--- config.mk ---
export PLATFORM = sky130hd
export DESIGN_NAME = trig_pulse_receiver
export DESIGN_NICKNAME = d
export VERILOG_FILES = /design/src/rtl/trig_rx_pkg.sv /design/src/rtl/trig_event_fifo.sv /design/src/rtl/trig_pulse_receiver.sv
export SDC_FILE = /design/constraint.sdc
export NUM_CORES = 1
export LEC_CHECK = 0
export BUFFER_PORTS_ARGS = -buffer_cell sky130_fd_sc_hd__buf_2
export CORE_ASPECT_RATIO = 0.5
export CORE_UTILIZATION = 42
export DETAILED_ROUTE_END_ITERATION = 8
export GPL_TIMING_DRIVEN = 0
export PLACE_DENSITY = 0.55
export SLEW_MARGIN = 20
export SYNTH_ARGS = -nofsm -noshare
export SYNTH_HDL_FRONTEND = slang
export SYNTH_SLANG_ARGS = --single-unit
--- constraint.sdc ---
create_clock -name clk -period 8.1 [get_ports clk]
set_input_delay 1.215 -clock clk [delete_from_list [all_inputs] [get_ports clk]]
set_output_delay 1.215 -clock clk [all_outputs]
set_load 0.1 [all_outputs]
--- src/rtl/trig_rx_pkg.sv ---
// trig_rx_pkg: shared types and constants for the trigger pulse receiver.
package trig_rx_pkg;
    localparam int EV_LINES = 4;
    localparam int EV_TS_WIDTH = 56;
    localparam int WIDTH_SAT = 63;

    typedef enum logic [1:0] {IDLE, HIGH, HOLDOFF} state_t;

    typedef struct packed {
        logic [EV_TS_WIDTH-1:0] timestamp;
        logic [EV_LINES-1:0]    pattern;
        logic [7:0]             seq;
    } event_t;
endpackage

--- src/rtl/trig_event_fifo.sv ---
// trig_event_fifo: first-word-fall-through event FIFO; head reads as zero while empty.
module trig_event_fifo
    import trig_rx_pkg::*;
#(
    parameter int DEPTH = 8,
    parameter int AW = $clog2(DEPTH)
) (
    input  logic        clk,
    input  logic        nrst,
    input  logic        push,
    input  logic        pop,
    input  event_t      din,
    output event_t      dout,
    output logic        valid,
    output logic        push_ok,
    output logic [AW:0] count
);
    localparam logic [AW:0] FULL = (AW+1)'(DEPTH);

    event_t mem [DEPTH];
    logic [AW-1:0] rd, wr;
    logic do_pop;

    assign valid = count != '0;
    assign do_pop = pop && valid;
    // a full FIFO still takes a push when the head leaves in the same cycle
    assign push_ok = push && (count != FULL || do_pop);
    assign dout = valid ? mem[rd] : '0;

    always_ff @(posedge clk)
        if (push_ok) mem[wr] <= din;

    always_ff @(posedge clk or negedge nrst)
        if (!nrst) begin
            rd <= '0;
            wr <= '0;
            count <= '0;
        end else begin
            if (push_ok) wr <= wr + 1'b1;
            if (do_pop) rd <= rd + 1'b1;
            count <= count + (AW+1)'(push_ok) - (AW+1)'(do_pop);
        end
endmodule

--- src/rtl/trig_pulse_receiver.sv ---
// trig_pulse_receiver: qualifies trigger pulses by width, timestamps and queues accepted events.
module trig_pulse_receiver
    import trig_rx_pkg::*;
#(
    parameter int N_LINES = EV_LINES,
    parameter int FIFO_DEPTH = 8,
    parameter int MIN_WIDTH = 8,
    parameter int MAX_WIDTH = 24,
    parameter int TS_WIDTH = EV_TS_WIDTH
) (
    input  logic                clk,
    input  logic                nrst,
    input  logic [N_LINES-1:0]  trig_in,
    input  logic [7:0]          holdoff_cycles,
    input  logic                ts_clear,
    output logic                ready_out,
    output logic                ev_valid,
    input  logic                ev_ready,
    output logic [TS_WIDTH-1:0] ev_timestamp,
    output logic [N_LINES-1:0]  ev_pattern,
    output logic [7:0]          ev_seq,
    output logic [15:0]         glitch_cnt,
    output logic [15:0]         overflow_cnt
);
    localparam int AW = $clog2(FIFO_DEPTH);
    localparam logic [AW:0] READY_MAX = (AW+1)'(FIFO_DEPTH-2);
    localparam logic [5:0] W_MIN = 6'(MIN_WIDTH);
    localparam logic [5:0] W_MAX = 6'(MAX_WIDTH);
    localparam logic [5:0] W_SAT = 6'(WIDTH_SAT);

    state_t state, next;
    logic [N_LINES-1:0] s1, s2, pat, pat_n;
    logic [TS_WIDTH-1:0] ts, ts_cap, ts_cap_n;
    logic [5:0] width, width_n;
    logic [7:0] seq, hold, hold_n;
    logic [AW:0] count, count_next;
    logic any_hi, in_range, push, push_ok, pop, glitch_inc, ovf_inc;
    event_t wdata, head;

    assign any_hi = |s2;
    assign pop = ev_valid && ev_ready;
    assign wdata = '{timestamp: ts_cap, pattern: pat, seq: seq};
    assign ev_timestamp = head.timestamp;
    assign ev_pattern = head.pattern;
    assign ev_seq = head.seq;

    trig_event_fifo #(.DEPTH(FIFO_DEPTH)) u_fifo (
        .clk(clk), .nrst(nrst), .push(push), .pop(pop), .din(wdata),
        .dout(head), .valid(ev_valid), .push_ok(push_ok), .count(count)
    );

    always_comb begin
        next = state;
        width_n = width;
        pat_n = pat;
        ts_cap_n = ts_cap;
        hold_n = hold;
        push = 1'b0;
        glitch_inc = 1'b0;
        ovf_inc = 1'b0;
        in_range = width >= W_MIN && width <= W_MAX;
        case (state)
            IDLE:
                if (any_hi) begin
                    next = HIGH;
                    ts_cap_n = ts;
                    pat_n = s2;
                    width_n = 6'd1;
                end
            HIGH:
                if (any_hi) begin
                    width_n = width == W_SAT ? width : width + 6'd1;
                    pat_n = pat | s2;
                end else if (in_range) begin
                    push = 1'b1;
                    ovf_inc = !push_ok;
                    hold_n = holdoff_cycles;
                    next = holdoff_cycles == 8'd0 ? IDLE : HOLDOFF;
                end else begin
                    glitch_inc = 1'b1;
                    next = IDLE;
                end
            HOLDOFF: begin
                hold_n = hold - 8'd1;
                next = hold == 8'd1 ? IDLE : HOLDOFF;
            end
            default: next = IDLE;
        endcase
        count_next = count + (AW+1)'(push_ok) - (AW+1)'(pop);
    end

    always_ff @(posedge clk or negedge nrst)
        if (!nrst) begin
            state <= IDLE;
            s1 <= '0;
            s2 <= '0;
            ts <= '0;
            ts_cap <= '0;
            pat <= '0;
            width <= '0;
            hold <= '0;
            seq <= '0;
            glitch_cnt <= '0;
            overflow_cnt <= '0;
            ready_out <= 1'b0;
        end else begin
            s1 <= trig_in;
            s2 <= s1;
            ts <= ts_clear ? '0 : ts + 1'b1;
            state <= next;
            ts_cap <= ts_cap_n;
            pat <= pat_n;
            width <= width_n;
            hold <= hold_n;
            seq <= seq + {7'd0, push_ok};
            glitch_cnt <= glitch_cnt + {15'd0, glitch_inc && glitch_cnt != 16'hFFFF};
            overflow_cnt <= overflow_cnt + {15'd0, ovf_inc && overflow_cnt != 16'hFFFF};
            ready_out <= next == IDLE && count_next <= READY_MAX;
        end
endmodule

[Word level (Yosys, flattened, before mapping)]
Memories as Yosys holds them, arrays and structs flattened.
Index checks and enable logic that the tools add are counted.
Widths: inputs -> output; s select.
Word-level totals
  flip-flop bits (word level): 191
  memory bits (writable): 544
  output and inout port bits: 102
  logic and storage cells: 92
  memories: 1
Cells by class
  add/sub/neg operators: 11
  $lt $le $gt $ge: 3
  equality and inequality tests: 12
  multiplexer cells: 29
  bitwise gates (word level): 1
  reduce and logical (&&, ||, !) cells: 20
Memories
  u_fifo.mem: words 8, bits a word 68, rd ports 1, clocked after memory_dff 0, write ports 1, RTL line trig_event_fifo.sv:20  | event_t mem [DEPTH];
Operator list (number)
  $mux 68: 1
  $add 56x1->56 const B: 1
  $mux 56: 1
  $add 16x1->16: 2
  $ne 16x16->1 const B: 2
  $mux 6: 3
  $mux 8: 2
  $pmux 8 s2: 1
  $pmux 6 s2: 1
  $mux 1: 11
  $mux 2: 5
  $ne 2x2->1 const B: 5
  $add 8x1->8: 1
  $eq 8x1->1 const B: 1
  $logic_not 8->1: 1
  $mux 4: 2
  $pmux 4 s2: 1
  $sub 4x1->4: 2
  $sub 8x1->8 const B: 1
  $logic_and 1x1->1: 7
  $add 3x1->3 const B: 2
  $add 6x1->6 const B: 1
  $eq 6x6->1 const B: 1
  $ge 6x4->1 const B: 1
  17 further kinds: 20

[Logic depth before layout (Yosys ltp)]
  depth in word-level cells: 12
  mapped depth: 11
  depth with buffers taken out: 11

[By module]
From an unflattened synthesis, not the netlist that was laid out.
Unflattened totals
  cells, all modules: 1708
  area, all modules: 29308.1 um^2
Modules (own cells, without submodules)
  trig_event_fifo: instances 1, cells each 851, area an instance 20862.5 um^2, sequential area each 16585.9 um^2
  trig_pulse_receiver: instances 1, cells each 857, area an instance 8445.6 um^2, sequential area each 4529.3 um^2

[Least setup slack after synthesis]
No wires, ideal clock.
  kind: reg2reg
  from: register s2[0]
  to: memory u_fifo.mem[0][0] (netlist bit), enable pin
  arrival time: 6.621 ns
  data required time: 7.523 ns
  setup slack: 0.901 ns
  stages on the path, launching flop included: 6
  path buffers: 1
  clock period less this slack: 7.199 ns
  path through: dfrtp_1 or4_1 or4_1 clkbuf_1 or3_1 nor3_1
Between the ends
  cells in the longest elaborated chain, start to end: 6
RTL lines
  start, declared: RTL line trig_pulse_receiver.sv:32  | logic [N_LINES-1:0] s1, s2, pat, pat_n;
  start signal, assigned: RTL line trig_pulse_receiver.sv:96  | s2 <= '0;
  start signal, assigned: RTL line trig_pulse_receiver.sv:108  | s2 <= s1;
  $reduce_or 4->1: RTL line trig_pulse_receiver.sv:40  | assign any_hi = |s2;
  $mux 1: RTL line trig_pulse_receiver.sv:71  | if (any_hi) begin
  $mux 1: RTL line trig_pulse_receiver.sv:62  | case (state)
  $logic_and 1x1->1: RTL line trig_event_fifo.sv:27  | assign push_ok = push && (count != FULL || do_pop);
  $mux 1: RTL line trig_event_fifo.sv:31  | if (push_ok) mem[wr] <= din;
  $mux 1 (not written as such): RTL line trig_event_fifo.sv:31
  end, declared: RTL line trig_event_fifo.sv:20
Every way passes these cells.

[Final worst setup path]
  from: register u_fifo.rd[0]
  to: output ev_timestamp[25]
Between the ends
  cells in the longest elaborated chain, start to end: 2
RTL lines
  start, declared: RTL line trig_event_fifo.sv:21  | logic [AW-1:0] rd, wr;
  start signal, assigned: RTL line trig_event_fifo.sv:40  | if (do_pop) rd <= rd + 1'b1;
  $mem_v2 8x68
  $mux 68: RTL line trig_event_fifo.sv:28  | assign dout = valid ? mem[rd] : '0;
  end, declared: RTL line trig_pulse_receiver.sv:19  | output logic [TS_WIDTH-1:0] ev_timestamp,
Every way passes these cells.

==> results.ini <==
[placed_design]
port_buffers=117
gp_congestion=0.7949
dp_hpwl_mm=42.56

[final_layout]
n_fill_cell=5631
register_area_sq_um=21120
multi_input_comb_area_sq_um=7547
synthToLayoutAreaGrowth_pct=16.83
n_antenna_cell=0
nNetsFinal=1897
layout-drive-gt1-share_pct=26.04

[sta]
final-setup-viol-count=0
hold_violations=0
holdWs_ps=353.1
fin_crit_ps=5168
tightestPinTransition_ps=1114
period_share_pct=63.80
maxSlewHeadroom_pct=25.45
rsz0062_at_grt=false
fmax_mhz=193.5
clock_skew_ps=20.77
maxSlewViolCount=0
tns_ps=0

[synth]
ys_ff_latch=735
synth_area_leaders=edfxtp_1 (56%), dfrtp_1 (16%), mux4_2 (11%), mux2i_1 (2.3%), mux2_2 (2.3%)
synth_mux_area_share_pct=15.21
synth_top_area_share_pct=56.38
synth-xor-area-share_pct=2.418
synth_compound_area_share_pct=1.378
synth_edf_count=544
yosysMostFrequentCell=edfxtp_1
syn_inst=1624
yosysTopAreaCell=edfxtp_1
yosys.area_share.adder_pct=0.7341
async_flop_share_pct=25.99
synth_cell_types=52
synthesis.area_sq_um=28970
synth_ff_type=edfxtp_1
synthTopCellsByCount=edfxtp_1 (544), dfrtp_1 (191), nor2_1 (138)
ys.warnings.count=0
synth_top_family_by_area=multiplexers
synthesis.nets=1657
syn_area_per_cell_sq_um=17.84
yosysSeqAreaShare_pct=72.88
yosys.area_share.simple_pct=6.054

[floorplan]
die_h_um=187.7
initial_core_util_pct=42.88
dieWidth_um=373.4
fp-row-count=67
fp.coreArea_sq_um=67570
fp.dieArea_sq_um=70110
ios=118

[drt]
dr.pass1.iters=5
avgViaCountPerCell=5.373
first_iter_violations=1474
wl_met2_mm=28.22
avgRoutedWirePerCell_um=22.95
met3_wirelength_mm=3.214
vias=15136
top_layer=met4
wl_met1_mm=32.31
drt_wl_total_mm=64.66
antenna_left=0
drc=0

[critical_path]
crit_slowest_cell=clkbuf_1
cp-start-kind=flop
worstPathArrival_ps=3950
end_kind=output pin
crit_fanout=10
crit_path_frequent_cell=clkbuf_1
slowest_delay_ps=840
crit_type=flop to output pin
crit_chain=clkbuf_1 -> clkbuf_1 -> mux4_2 -> mux2i_1 -> nor2_1 -> buf_2
crit_required_ps=6880

[run_status]
status=finished clean

[clocking]
post_cts_buffers=0
insertion_delay_ps=610
root_buffer=clkbuf_16
clk_pin_slew_worst_paths_ps=60
cts_hold_buf=0
tritoncts=built
cts.path.max_buffers=3
cts_resized=0
htreeDepth=3
clkSinkCount=735
numCtsBuffers=68

[global_routing]
antenna_found_initial=2
grt_max_degree=69
grt_pass1_wl_mm=98.04
track_usage_pct=18.82
grt-ovfl-total=0
grt_pass1_vias=15255

[power]
power_mw=11.61
max-vdd-ir-drop_v=0.0003171
leakagePower_nw=12.27
powerDensity_nw_per_um2=342.9

[run]
cap_viol_max_count=0

[min_path]
hp-class=flop to flop

path summary, 6_finish.rpt:
kind	slack, ps	start	end	cells after the start
setup / recovery	2930	u_fifo.rd[0]	ev_timestamp[25]	6
hold / removal	350	s1[2]	s2[2]	0
setup reg to reg	3630	s2[0]	u_fifo.mem[1][49]	9
hold reg to reg	350	s1[2]	s2[2]	0
max in group asynchronous	6500	nrst	ts_cap[55]	3
min in group asynchronous	530	nrst	glitch_cnt[5]	1
where the power goes:
part	total, mW	internal (mW)	switching, mW
Clock	3.18	1.78	1.39
Sequential	4.04	4.02	0.0212
Combinational	4.38	1.11	3.27
registers in the layout (all words and copies together), names as in the netlist:
signal	cells
s1	4
pat	4
hold	8
glitch_cnt	16
seq	8
overflow_cnt	16
s2	4
state	2
width	6
u_fifo.rd	3
u_fifo.mem	544
ready_out	1
ts_cap	56
u_fifo.count	4
ts	56
u_fifo.wr	3
placed cells by master (no fill, tap or decap), drive strengths merged, types with 19 or more instances in the layout:
cell and n:
mux2 59, mux4 136, xor2 24, clkbuf 146, buf 191, mux2i 68, xnor2 56, nor4 22
edfxtp 544, nand3 44, o21ai 19, a21oi 19, nor2 138, inv 30, nand2 57, nor3 23
clkinv 21, dfrtp 191
routing by layer:
layer | up-vias | track usage [%]
met5 | - | 0
met3 | 65 | 3.678
met2 | 308 | 27.30
met1 | 7985 | 29.35
met4 | 0 | 4.004
li1 | 6778 | -
kinds of logic after synthesis:
logic type | Yosys count
muxes | 263
adders and majority gates | 17
and+or+nand+nor | 366
xor gates and xnor gates | 80
DFF | 735
AOI/OAI and AO/OA | 63
buffers and inverters | 100
layout make-up:
| class | count | share of cell area [%] |
|---|---|---|
| clock buffer | 95 | 5.722 |
| buffer | 72 | 0.8502 |
| sequential | 735 | 62.38 |
| multi-input combinational | 789 | 22.30 |
| tap | 897 | 3.316 |
| inverter | 28 | 0.3105 |
| timing repair buffer | 170 | 4.343 |
| clock inverter | 31 | 0.7836 |
critical path: cells and delay by family, from the launching register on:
kind / cells / cell delay, ps
simple gates: 1 / 130
buf+inv: 3 / 1910
mux: 2 / 910
flops: 1 / 380
per-stage QoR:
stage	setup WS, ps	instances	util (%)	cell area (sq um)
final	2932	2817	50.10	33850
after global routing	2724	2817	50.10	33850
after global placement	-5388	2638	45.41	30680
after floorplan	901.2	1624	-	28970
after CTS	2788	2817	50.09	33850
after detailed placement	3509	2691	46.83	31640
Note: power is estimated with default switching activity, not from simulation.
